**src/rtl/cm_page_buffer.sv**
```systemverilog
// Ping-pong candidate-match page buffer. Incoming words are written into the page chosen by BX parity,
// the opposite page is drained through a registered read port, and start is echoed as done after TMUX cycles.
module cm_page_buffer #(
  parameter int MEM_SIZE   = 5,
  parameter int TMUX       = 6,
  parameter int DATA_WIDTH = 12
) (
  input  logic                  clk,
  input  logic                  reset,
  input  logic                  en_proc,
  input  logic [1:0]            start,
  output logic [1:0]            done,
  input  logic [DATA_WIDTH-1:0] data_in,
  input  logic                  enable,
  output logic [MEM_SIZE:0]     number_out,
  input  logic [MEM_SIZE+2:0]   read_add,
  output logic [DATA_WIDTH-1:0] data_out
);

  localparam int DEPTH = 2 ** (MEM_SIZE + 1);

  logic [TMUX-1:0][1:0]  pipe;
  logic [2:0]            bx;
  logic                  first_clk;
  logic [MEM_SIZE:0]     wr_add;
  logic                  wr_en;
  logic [DATA_WIDTH-1:0] data_dly;
  logic [MEM_SIZE:0]     read_add_reg;
  logic [DATA_WIDTH-1:0] mem [DEPTH];
  logic [MEM_SIZE:0]     wr_addr;

  // en_proc and the upper read address bits are part of the pipeline interface but carry no function here.
  logic unused_bits;
  assign unused_bits = ^{en_proc, read_add[MEM_SIZE+2:MEM_SIZE+1]};

  always_ff @(posedge clk or posedge reset) begin
    if (reset) pipe <= '0;
    else       pipe <= {pipe[TMUX-2:0], start};
  end

  assign done = pipe[TMUX-1];

  always_ff @(posedge clk or posedge reset) begin
    if (reset) begin
      bx        <= 3'b111;
      first_clk <= 1'b0;
    end else begin
      if (start[1])      bx <= 3'b111;
      else if (start[0]) bx <= bx + 3'd1;
      first_clk <= start[0] & ~start[1];
    end
  end

  // wr_add idles at all ones so that the first accepted word after a new BX lands at offset 0.
  always_ff @(posedge clk or posedge reset) begin
    if (reset) begin
      wr_add     <= '1;
      wr_en      <= 1'b0;
      number_out <= '0;
      data_dly   <= '0;
    end else if (first_clk) begin
      number_out <= wr_add + 1'b1;
      wr_add     <= '1;
      wr_en      <= 1'b0;
    end else begin
      data_dly <= data_in;
      if (enable) begin
        wr_add <= wr_add + 1'b1;
        wr_en  <= 1'b1;
      end else begin
        wr_en  <= 1'b0;
      end
    end
  end

  assign wr_addr = {bx[0], wr_add[MEM_SIZE-1:0]};

  always_ff @(posedge clk) begin
    if (wr_en) mem[wr_addr] <= data_dly;
  end

  // Registered address plus output register; start[1] flushes the output but never the array.
  always_ff @(posedge clk or posedge reset) begin
    if (reset) begin
      read_add_reg <= '0;
      data_out     <= '0;
    end else begin
      read_add_reg <= read_add[MEM_SIZE:0];
      if (start[1]) data_out <= '0;
      else          data_out <= mem[read_add_reg];
    end
  end

endmodule

```
**config.mk**
```make
export PLATFORM = sky130hd
export DESIGN_NAME = cm_page_buffer
export DESIGN_NICKNAME = d
export VERILOG_FILES = /design/src/rtl/cm_page_buffer.sv
export SDC_FILE = /design/constraint.sdc
export NUM_CORES = 1
export LEC_CHECK = 0
export ABC_AREA = 1
export CORE_ASPECT_RATIO = 0.5
export CORE_MARGIN = 4
export CORE_UTILIZATION = 45
export CTS_CLUSTER_SIZE = 28
export DETAILED_ROUTE_END_ITERATION = 7
export DONT_BUFFER_PORTS = 1
export PLACE_DENSITY_LB_ADDON = 0.25
export RECOVER_POWER = 100
export SLEW_MARGIN = 10
export SYNTH_ARGS = -nofsm -noshare
export SYNTH_HDL_FRONTEND = slang
export SYNTH_SLANG_ARGS = --single-unit
```
**constraint.sdc**
```tcl
create_clock -name clk -period 2.1 [get_ports clk]
set_input_delay 0.315 -clock clk [delete_from_list [all_inputs] [get_ports clk]]
set_output_delay 0.315 -clock clk [all_outputs]
set_load 0.02 [all_outputs]
```
== After elaboration in Yosys (flattened, before gate mapping) ==
Memory sizes are Yosys's and may differ from the RTL's.
Index checks and enable logic that the tools add are counted.

* Word-level logic and storage cells: 30
* Register bits: 59
* Memories: 1
* Memory bits (writable): 768
* Output and inout bits: 20

{| class="wikitable"
|+ Memory list
! memory !! words !! width !! rd ports !! clocked after Yosys merged registers in !! write ports !! RTL line !! text
|-
| mem || 64 || 12 || 1 || 0 || 1 || 29 || <nowiki>logic [DATA_WIDTH-1:0] mem [DEPTH];</nowiki>
|}

* Reduce and logical (&&, ||, !) cells: 2
* Multiplexer cells: 9
* Add/sub/neg operators: 2
* Bitwise logic cells: 2

{| class="wikitable"
|+ Operators with widths
! cell !! count
|-
| 12-bit 2-to-1 mux || 1
|-
| 6-bit 2-to-1 mux || 2
|-
| 6-bit by 1-bit adder with 6-bit output (second input constant) || 1
|-
| 3-bit 2-to-1 mux || 2
|-
| 1-bit 2-to-1 mux || 4
|-
| 2-bit nonzero test || 2
|-
| 3-bit by 1-bit adder with 3-bit output (second input constant) || 1
|-
| 1-bit bitwise AND || 1
|-
| 1-bit inverter || 1
|}

== Logic depth before layout (Yosys ltp) ==
Gate-level depths: netlist of the first run.

* Depth after elaboration: 3
* Mapped depth: 12

== Worst setup path before layout of the first run ==
Ideal clock, no wire load.

* Kind: flip-flop to flip-flop
* Start: register wr_add[2]
* End: memory mem[15][0], enable pin
* Stages on the path, launching flop included: 5
* Arrival time: 1.714 ns
* Data required time: 1.720 ns
* Setup time: 0.380 ns
* Period minus slack after synthesis: 2.094 ns
* Slack: 0.006 ns
* Cell sequence: dfstp_2 > inv_1 > nor3_1 > nand2_1 > nor2_1

{| class="wikitable"
|+ RTL lines
! item !! RTL line !! text
|-
| start: declaration || 25 || <nowiki>logic [MEM_SIZE:0] wr_add;</nowiki>
|-
| start signal: assignment || 68 || <nowiki>wr_add <= wr_add + 1'b1;</nowiki>
|-
| end: declaration || 29 ||
|}

No word-level cell before the write port.

== Final worst setup path of the first run ==
* Start: register read_add_reg[0]
* End: register data_out[11]

* Longest elaborated chain between the ends: 2

{| class="wikitable"
|+ Ends and longest elaborated chain
! item !! RTL line !! text
|-
| start: declaration || 28 || <nowiki>logic [MEM_SIZE:0] read_add_reg;</nowiki>
|-
| start signal: assignment || 88 || <nowiki>read_add_reg <= read_add[MEM_SIZE:0];</nowiki>
|-
| memory 64 x 12 bit || - ||
|-
| 12-bit 2-to-1 mux || 89 || <nowiki>if (start[1]) data_out <= '0;</nowiki>
|-
| end signal: assignment || 90 || <nowiki>else data_out <= mem[read_add_reg];</nowiki>
|-
| end: declaration || 17 || <nowiki>output logic [DATA_WIDTH-1:0] data_out</nowiki>
|}

Every way passes these cells.
A chain may end at the register's enable or synchronous reset.

==> results.cfg, run 1 <==
[worst_hold_path]
whs_endpoint = pipe[1]
hold_class = input port to flip-flop
hp-start = start[1]
whs_path_depth = 0

[final_layout]
final_area_sq_um = 38200
insertedDiodeCount = 0
top_register = mem
largestRegisters = mem x768, data_dly x12, data_out x12
syn2layout_area_growth_pct = 14.9
fin_nets = 2977
drive_gt1_share_pct = 11.6
largest_register_ffs = 768

[cts]
clk_latency_ns = 0.63
cts-buffers-inserted = 75
clkTransAtPathRegs_ns = 0.06
cts-root-buf = clkbuf_16
cts_tree = built
cts_htree_levels = 3
cts_num_sinks = 825
hold_buffers = 23
clockBufferDepth = 3

[power]
power_mw = 35.5
p_leak_nw = 14.1
powerDensity_nw_per_um2 = 928
ir_drop_uv = 579

[yosys]
synth-simple-area-share_pct = 22.2
yosys_warnings = 0
syn-num-nets = 2824
ys_types = 25
syn_area_per_cell_sq_um = 11.9
synth_cells = 2797
synthMuxAreaShare_pct = 0
synth_top_family_by_area = simple AND/OR/NAND/NOR gates
ys.flop_type = edfxtp_1
async_flop_share_pct = 6.91
synthAdderAreaFrac_pct = 0.0376
synth-edff-count = 768
seq_area_frac_synth_pct = 73.7
syn_area_sq_um = 33300
synth_area_leaders = edfxtp_1 (69%), nand2_1 (11%), nand3_1 (9.9%), dfrtp_1 (3.8%), buf_6 (1.2%)
yosysMostFrequentCell = nand2_1
synth_compound_area_share_pct = 0.395
synth_top_cell_by_area = edfxtp_1
synth_common_cells = nand2_1 (1015), edfxtp_1 (768), nand3_1 (659)
netlist.area_leader.share_pct = 69.4
synth-seq-cells = 825
synth-xor-area-share_pct = 0.105

[global_route]
antenna_found_initial = 1
grt_use_total_pct = 21.6
grt_pass1_vias = 20700
gr-total-overflow = 0
grt_max_degree = 66
grt_pass1_wl_um = 128000

[floorplan]
initial_core_util_pct = 45.5
ioPinCount = 46
core_area_sq_um = 73100
dieArea_sq_um = 78600
die_h_um = 200
row_count = 70
die_width_um = 392

[setup_path]
required_ns = 2.63
cp_top_family = simple AND/OR/NAND/NOR gates
crit_path_start_kind = flip-flop
worstPathArrival_ns = 2.66
r2r_slack_ns = -0.03
rr_startpoint = read_add_reg[0]
crit_fanout = 16
slowest_delay_ns = 0.54
crit_type = flip-flop to flip-flop
crit_buf_inv = 3
cp_slowest_cell = dfrtp_4
worstPathCellList = clkinv_8 > buf_4 > buf_12 > nand2_1 > nand3_1 > nand3_1 > nand2_1 > nand2_1 > nand3_1 > nand3_1 > a21oi_2
timing.rr.end = data_out[11]
end_kind = flip-flop
cp_common_cell = nand3_1
reg2regPathDepth = 11

[routing]
drt_iter0_markers = 2450
first_pass_iters = 5
wirelength_um = 85800
vias = 21600
drc = 0
via_per_inst = 5.43
antenna_left = 0
wl_per_cell_um = 21.6

[placed_design]
portBuffers = 0
hpwl_um = 51200
routabilityCongestion = 0.844
placed_area_sq_um = 35700

[timing]
setup_violations = 24
finClkSkew_ns = 0.0280
hold_viol = 13
period_minus_slack_ns = 2.13
maxSlewViolCount = 264
whs_ns = -0.283
setup_ws_ns = -0.0306
rsz0062_at_grt = true
worst-slew-pin-transition_ns = 1.76
slew_headroom_pct = -17.4
setup_tns_ns = -0.356
fmax_mhz = 469
fin_crit_sh_pct = 101

[status]
status = complete, but fails checks
violations = negative hold slack, max-capacitance violations, max-slew violations, negative setup slack

[run]
max_cap_viol_count = 4
## where the power goes
part / switching (mW) / total, mW / leakage [nW] / internal (mW)
clock: 5.86 / 13.2 / 1.12 / 7.35
sequential: 0.378 / 19.0 / 7.60 / 18.6
combinational: 2.31 / 3.24 / 5.42 / 0.930
## layout make-up
class / instances / area (sq um)
Tap cell: 972 / 1220
Clock buffer: 111 / 2150
Inverter: 24 / 111
Fill cell: 6109 / 34900
Clock inverter: 25 / 171
Timing Repair Buffer: 248 / 2410
Multi-Input combinational cell: 1776 / 7630
Sequential cell: 825 / 24500
## worst max path at each step
stage,start,to,slack (ns),depth (start not counted)
2_1_floorplan,wr_add[2],mem[15][0],0.006,4
3_3_place_gp,read_add_reg[1],data_out[1],-0.02,10
3_5_place_dp,read_add_reg[0],data_out[11],-0.03,10
4_1_cts,read_add_reg[0],data_out[2],0.003,11
5_1_grt,read_add_reg[0],data_out[2],-0.11,11
6_report,read_add_reg[0],data_out[11],-0.03,11
## logic make-up after synthesis
logic type                 Yosys count
DFF                                825
adders and majority gates            1
xor gates and xnor gates             4
buffers and inverters              196
and+or+nand+nor                   1746
AOI/OAI and AO/OA                   25
## stage by stage
stage	utilization, %	std cells	setup slack [ns]
after global routing	52.2	3981	-0.106
final	52.2	3981	-0.0306
after floorplan	-	2797	0.00553
after CTS	52.4	3976	0.00254
after detailed placement	48.8	3815	-0.0334
after global placement	48.8	3815	-0.0181
## per-layer routing
layer	up-vias	wire length (um)	global-route usage (%)	share of wire [%]
met5	-	8	0	0.0093
li1	10100	-	-	-
met1	10700	37400	31.4	44
met4	2	2350	6.28	2.7
met2	703	39000	33.0	45
met3	140	7040	4.72	8.2
## cell usage in the layout, fill, tap and decap left out, types with 3 or more instances in the layout
cell / instances
dfrtp_1: 39
dlygate4sd3_1: 23
nand2_2: 10
edfxtp_1: 768
a21oi_2: 5
clkbuf_2: 33
clkinv_1: 14
inv_1: 21
dfstp_2: 3
dfrtp_4: 3
nand3_1: 654
o21ai_0: 9
buf_2: 11
clkinv_2: 8
clkbuf_4: 27
dfrtp_2: 8
dfstp_1: 4
clkbuf_1: 36
nand3_2: 5
nand2_1: 1005
buf_12: 40
nor2_1: 71
buf_16: 3
clkbuf_16: 83
a21oi_1: 8
buf_4: 99
## repair_timing
action	CTS	global route
setup endpoints to repair	7	13
pin swaps	0	0
setup buffers	1	3
gates cloned	1	2
hold endpoints to repair	93	13
resized for setup	7	20
## worst register-to-register path, delay by kind of cell, from the launching register on
kind	cells	cell delay [ns]
AND/OR/NAND/NOR	7	0.82
flip-flops	1	0.54
buffers and inverters	3	0.42
AO/OA/AOI/OAI	1	0.26
Power figures use the tool's default switching activity.
==> run 2: changes to the inputs <==
--- a/config.mk
+++ b/config.mk
@@ -12,6 +12,7 @@
 export CTS_CLUSTER_SIZE = 28
 export DETAILED_ROUTE_END_ITERATION = 7
 export DONT_BUFFER_PORTS = 1
+export HOLD_SLACK_MARGIN = 0.06
 export PLACE_DENSITY_LB_ADDON = 0.25
 export RECOVER_POWER = 100
 export SLEW_MARGIN = 10
==> results of run 2 <==
Same layout as run 1: the final DEF is identical, and so are final timing and power.
